[src/rtl/tele_freq_meter.sv]
// Purpose: per-channel rising-edge counter over a fixed gate window for 12 async telemetry lines.
// Latency: edge counted 2 clk after sampling; results and presence mask latched on the gate's terminal cycle.
// Backpressure: none; results hold for a full window so downstream registers need no handshake.
module tele_freq_meter #(
  parameter int GATE_CYCLES = 50_000_000,
  parameter int MIN_EDGES   = 1,
  parameter int CNT_W       = 32
) (
  input  logic        clk,
  input  logic        rst,
  input  logic [11:0] tele_in,
  output logic [31:0] freq_tele_ch0,
  output logic [31:0] freq_tele_ch1,
  output logic [31:0] freq_tele_ch2,
  output logic [31:0] freq_tele_ch3,
  output logic [31:0] freq_tele_ch4,
  output logic [31:0] freq_tele_ch5,
  output logic [31:0] freq_tele_ch6,
  output logic [31:0] freq_tele_ch7,
  output logic [31:0] freq_tele_ch8,
  output logic [31:0] freq_tele_ch9,
  output logic [31:0] freq_tele_ch10,
  output logic [31:0] freq_tele_ch11,
  output logic [15:0] signal_tele_ch,
  output logic        freq_update
);

  localparam int NCH = 12;
  localparam int GATE_W = (GATE_CYCLES > 1) ? $clog2(GATE_CYCLES) : 1;
  localparam logic [GATE_W-1:0] GATE_LAST = GATE_W'(GATE_CYCLES - 1);
  localparam logic [31:0] MIN_CNT = 32'(MIN_EDGES);

  logic [NCH-1:0]    s1, s2, s3;
  logic [NCH-1:0]    edge_det;
  logic [NCH-1:0]    present;
  logic [GATE_W-1:0] gate;
  logic              terminal;
  logic [CNT_W-1:0]  cnt         [NCH];
  logic [CNT_W-1:0]  closing     [NCH];
  logic [31:0]       closing_ext [NCH];
  logic [31:0]       freq        [NCH];

  // Sync flops reset high so a line already high at reset release is not seen as an edge.
  always_ff @(posedge clk) begin
    if (rst) begin
      s1 <= '1;
      s2 <= '1;
      s3 <= '1;
    end else begin
      s1 <= tele_in;
      s2 <= s1;
      s3 <= s2;
    end
  end

  assign edge_det = s2 & ~s3;
  assign terminal = (gate == GATE_LAST);

  always_ff @(posedge clk) begin
    if (rst)           gate <= '0;
    else if (terminal) gate <= '0;
    else               gate <= gate + GATE_W'(1);
  end

  // Saturating count including this cycle's edge; on the terminal cycle this is the closing value.
  always_comb begin
    for (int i = 0; i < NCH; i++) begin
      closing[i]     = (&cnt[i]) ? cnt[i] : cnt[i] + CNT_W'(edge_det[i]);
      closing_ext[i] = '0;
      closing_ext[i][CNT_W-1:0] = closing[i];
      present[i]     = (closing_ext[i] >= MIN_CNT);
    end
  end

  always_ff @(posedge clk) begin
    if (rst) begin
      for (int i = 0; i < NCH; i++) cnt[i] <= '0;
    end else begin
      for (int i = 0; i < NCH; i++) cnt[i] <= terminal ? '0 : closing[i];
    end
  end

  always_ff @(posedge clk) begin
    if (rst) begin
      for (int i = 0; i < NCH; i++) freq[i] <= '0;
      signal_tele_ch <= '0;
      freq_update    <= 1'b0;
    end else begin
      freq_update <= terminal;
      if (terminal) begin
        for (int i = 0; i < NCH; i++) freq[i] <= closing_ext[i];
        signal_tele_ch <= {4'b0000, present};
      end
    end
  end

  assign freq_tele_ch0  = freq[0];
  assign freq_tele_ch1  = freq[1];
  assign freq_tele_ch2  = freq[2];
  assign freq_tele_ch3  = freq[3];
  assign freq_tele_ch4  = freq[4];
  assign freq_tele_ch5  = freq[5];
  assign freq_tele_ch6  = freq[6];
  assign freq_tele_ch7  = freq[7];
  assign freq_tele_ch8  = freq[8];
  assign freq_tele_ch9  = freq[9];
  assign freq_tele_ch10 = freq[10];
  assign freq_tele_ch11 = freq[11];

endmodule

[config.mk]
export PLATFORM = sky130hd
export DESIGN_NAME = tele_freq_meter
export DESIGN_NICKNAME = d
export VERILOG_FILES = /design/src/rtl/tele_freq_meter.sv
export SDC_FILE = /design/constraint.sdc
export NUM_CORES = 2
export LEC_CHECK = 0
export ABC_AREA = 1
export CAP_MARGIN = 20
export CORE_UTILIZATION = 62
export DETAILED_ROUTE_END_ITERATION = 16
export PLACE_DENSITY = 0.86
export SLEW_MARGIN = 40
export SYNTH_ARGS = -nofsm -noshare
export SYNTH_HDL_FRONTEND = slang
export SYNTH_SLANG_ARGS = --single-unit
[constraint.sdc]
create_clock -name clk -period 6.3 [get_ports clk]
set_clock_uncertainty 0.1 [all_clocks]
set_input_delay 1.26 -clock clk [delete_from_list [all_inputs] [get_ports clk]]
set_output_delay 1.26 -clock clk [all_outputs]
set_load 0.02 [all_outputs]
---- After elaboration in Yosys (flattened, before gate mapping) ----
Memory sizes are Yosys's and may differ from the RTL's.
Cells that the tools add are included.
storage, ports and cells
  output and inout port bits .............. 401
  bits in latches ......................... 0
  RAM bits ................................ 768
  logic and storage cells ................. 127
  memories ................................ 2
  register bits after elaboration ......... 75
  ROM bits ................................ 0
memories
  memory  words  bits a word  rd ports  clocked after memory_dff  wr ports  line  source
  cnt     12     32           12        0                         12        38    logic [CNT_W-1:0] cnt [NCH];
  freq    12     32           12        0                         12        41    logic [31:0] freq [NCH];
operators by class
  divide/modulo/power cells ............... 0
  bitwise logic cells ..................... 26
  reductions and logical operators ........ 13
  multiplexer cells ....................... 54
  shift operators ......................... 0
  add/subtract/negate cells ............... 13
  multipliers ............................. 0
  $lt $le $gt $ge ......................... 12
  equal/unequal tests ..................... 1
operators by type and width
  kind                                                                                  number
  32-bit 2-to-1 mux                                                                     48
  32-bit by 1-bit adder with 32-bit output                                              12
  32-bit by 1-bit greater-or-equal comparator with 1-bit output, second input constant  12
  32-bit AND reduction                                                                  12
  26-bit by 1-bit adder with 26-bit output, second input constant                       1
  26-bit == test, second input constant                                                 1
  1-bit OR                                                                              24
  12-bit bitwise AND                                                                    1
  12-bit NOT                                                                            1
  1-bit 2-to-1 mux                                                                      6
  2-bit OR reduction                                                                    1

---- Depth between registers and ports, before layout ----
  depth after elaboration ................. 6
  depth in mapped cells ................... 18
  gate-level depth less buffers ........... 18

---- Worst setup path after synthesis ----
OpenSTA, ideal clock, no wires.
  path kind ............................... in2reg
  from .................................... input port rst
  to ...................................... memory freq[0][0] (enable)
  path slack .............................. 2.172 ns
  arrival time ............................ 3.583 ns
  stages .................................. 5
  buffers on the path ..................... 3
  required time ........................... 5.755 ns
  cell sequence ........................... buf_2 -> nor2_4 -> inv_4 -> buf_8 -> buf_6
RTL lines
  element      line  source
  from (decl)  10    input logic rst,
  to (decl)    41

==> qor.yml <==
routing:
  drtIter0Drc: 3578
  wl_met1_mm: 49.7
  route.met2.wl_mm: 56.3
  routed_wl_mm: 119
  vias: 38965
  drc: 0
  viasPerCell: 5.32
  highest_layer: "met4"
  wl_met3_mm: 8.53
  final_antenna_net_count: 0
  avgRoutedWirePerCell_um: 16.3
  dr.pass1.iters: 9
placed_design:
  place_inst: 7168
  gp_congestion: 0.967
  place_hpwl_mm: 86.1
  port-buffer-count: 410
sta:
  hold_violations: 0
  setup_violations: 0
  tightest_slew_ns: 0.818
  max_freq_mhz: 306
  rsz0062_at_grt: "false"
  slew_headroom_pct: 45.4
  fin_crit_sh_pct: 51.9
  fin_tns_setup_ns: 0
  slew_violations: 0
  period_needed_ns: 3.27
yosys:
  post-synth-top-count-cell: "nand2_1"
  synth_cell_types: 40
  synth_top_flop_cell: "dfxtp_1"
  synth_top_area_cell: "edfxtp_1"
  synth_warnings: 0
  syn_area_per_cell_um2: 7.11
  synth_edf_count: 384
  ys_top_cells_by_area: "edfxtp_1 (27%), dfxtp_1 (22%), nand2_1 (17%), nor2_1 (12%), inv_1 (7.3%)"
  netlist_top_cells_count: "nand2_1 (1944), nor2_1 (1338), inv_1 (825)"
  synth-seq-cells: 843
  synthCells: 6003
  seq_area_frac_synth_pct: 48.5
  syn_area_um2: 42700
  ys_async_sr_fraction_pct: 0
  yosys.area.top_type_share_pct: 27.0
grt:
  grt.total_usage_pct: 33.4
  grt_overflow: 0
  grt_pass1_wl_mm: 187
  grt_pass1_vias: 36480
  grt_max_degree: 209
  antenna_found_initial: 2
critical_path:
  worst_ep_required_time_ns: 6.53
  critPathLaunchType: "flop"
  end_kind: "flop"
  critical_path_arrival_ns: 3.50
  cp_max_fo: 208
  worst_path_most_repeated_cell: "nand2_1"
  path_class: "flop to flop"
  cp_slowest_cell: "buf_12"
  cp_cell_sequence: "ha_1 > nand2_1 > nor2_2 > nand3_1 > nor2_1 > nand2_1 > inv_2 > nor2_4 > clkinv_16 > buf_12"
  slowest_delay_ns: 0.48
clock_network:
  path_clk_slew_ns: 0.06
  clockRootBuffer: "clkbuf_16"
  post-cts-setup-buffers: 0
  htreeDepth: 3
  clk_latency_ns: 0.65
  cts-resized-gates: 0
  cts_hold_buf: 0
  cts_tree: "done"
  cts_buffers: 86
  cts_sinks: 843
  cts.path.max_buffers: 3
pwr:
  switching_share_pct: 22.5
  p_seq_share_pct: 50.8
  power.clock.fraction_pct: 44.8
  p_sw_w: 0.00259
  intPower_w: 0.00893
  powerDensity_nw_per_um2: 230
  ir_drop_v: 0.000248
  combPwrFrac_pct: 4.4
  leakagePower_nw: 21.6
die:
  die_w_um: 264
  die_height_um: 264
  core_um2: 67600
  rows: 95
  die-area_um2: 69900
  initial_utilization_pct: 63.1
  io_pins: 415
cells_and_area:
  drive_above_1_share_pct: 4.21
  final_cells: 7330
  final_nets: 6422
  area.growth.synth_to_final_pct: 17.6
flow_run:
  drv_cap: 0
outcome:
  outcome: "finished, final reports clean"
hold_path:
  hold_path.class: "flop to flop"
[cells in the final DEF (no fill, tap or decap), types with 17 or more instances in the layout]
cell,instances
o21ai_0,21
nand3_1,394
clkdlybuf4s50_1,409
nor2_2,44
clkbuf_16,88
xnor2_1,42
nand2_1,1940
xor2_1,33
dfxtp_1,459
or2_2,38
ha_1,25
nand2_2,20
nand4_1,74
inv_1,824
nand3b_1,111
a21oi_1,30
nor2_1,1338
edfxtp_1,384
nor3_1,17
clkbuf_1,24
[routing by layer]
metal  track usage, %  vias up
met3             5.27      267
met5                0        -
met4             13.4        0
li1                 -    19259
met1             43.6    17941
met2             55.5     1498
[flip-flops by register name, indices dropped and copies added, names as in the netlist]
name	count
freq_update	1
signal_tele_ch	12
s3	12
freq	384
s1	12
gate	26
cnt	384
s2	12
[through the flow]
step,hold WS [ns],power (W),cell area (um2),setup slack (ns),util (%)
6_report,0.304,0.0115,50200,3.03,74.2
5_1_grt,0.316,0.0118,50200,2.85,74.2
4_1_cts,0.306,0.0116,50200,2.90,74.2
3_5_place_dp,0.294,0.00648,47300,2.85,70.0
3_3_place_gp,0.293,0.00647,47300,2.79,69.9
2_1_floorplan,0.289,0.00623,42700,2.17,-
[final cells by class]
cell class,instances,area (um2)
Sequential cell,843,20700
Multi-Input combinational cell,4192,18000
Fill cell,5266,17400
Timing Repair Buffer,425,4330
Inverter,835,3180
Clock buffer,125,2470
Tap cell,873,1090
Clock inverter,35,378
Antenna cell,2,5.00
[power by group through the flow]
stage / sequential [W] / clock [W] / combinational (W)
after floorplan: 0.00610 / 0 / 0.000131
after global placement: 0.00598 / 0 / 0.000491
after detailed placement: 0.00598 / 0 / 0.000501
after CTS: 0.00586 / 0.00520 / 0.000505
after global routing: 0.00586 / 0.00541 / 0.000524
final: 0.00586 / 0.00516 / 0.000503
[worst paths after layout]
check,from,endpoint,slack (ns),cells after the start
setup / recovery,gate[0],freq[0][32],3.03,10
hold / removal,s1[0],s2[0],0.30,1
setup reg to reg,gate[0],freq[0][32],3.03,10
hold reg to reg,s1[0],s2[0],0.30,1
[critical path: cells and delay by family, from the launching register on]
family / cells / cell delay (ns)
fa+ha+maj: 1 / 0.21
buf+inv: 3 / 1.03
flops: 1 / 0.32
simple gates: 6 / 1.13
[cells by family (layout without fill, tap and decap cells)]
group | after synthesis | count (layout) | synth area share [%]
AND/OR/NAND/NOR | 4014 | 4014 | 38.9
AO/OA/AOI/OAI | 74 | 74 | 0.997
adder cells (fa/ha/maj) | 25 | 25 | 0.733
buffers and inverters | 971 | 1420 | 9.30
XOR/XNOR | 75 | 75 | 1.54
other | 1 | 6 | 0.00879
flip-flops | 843 | 843 | 48.5
No activity file was read; power rests on OpenSTA's default activity.
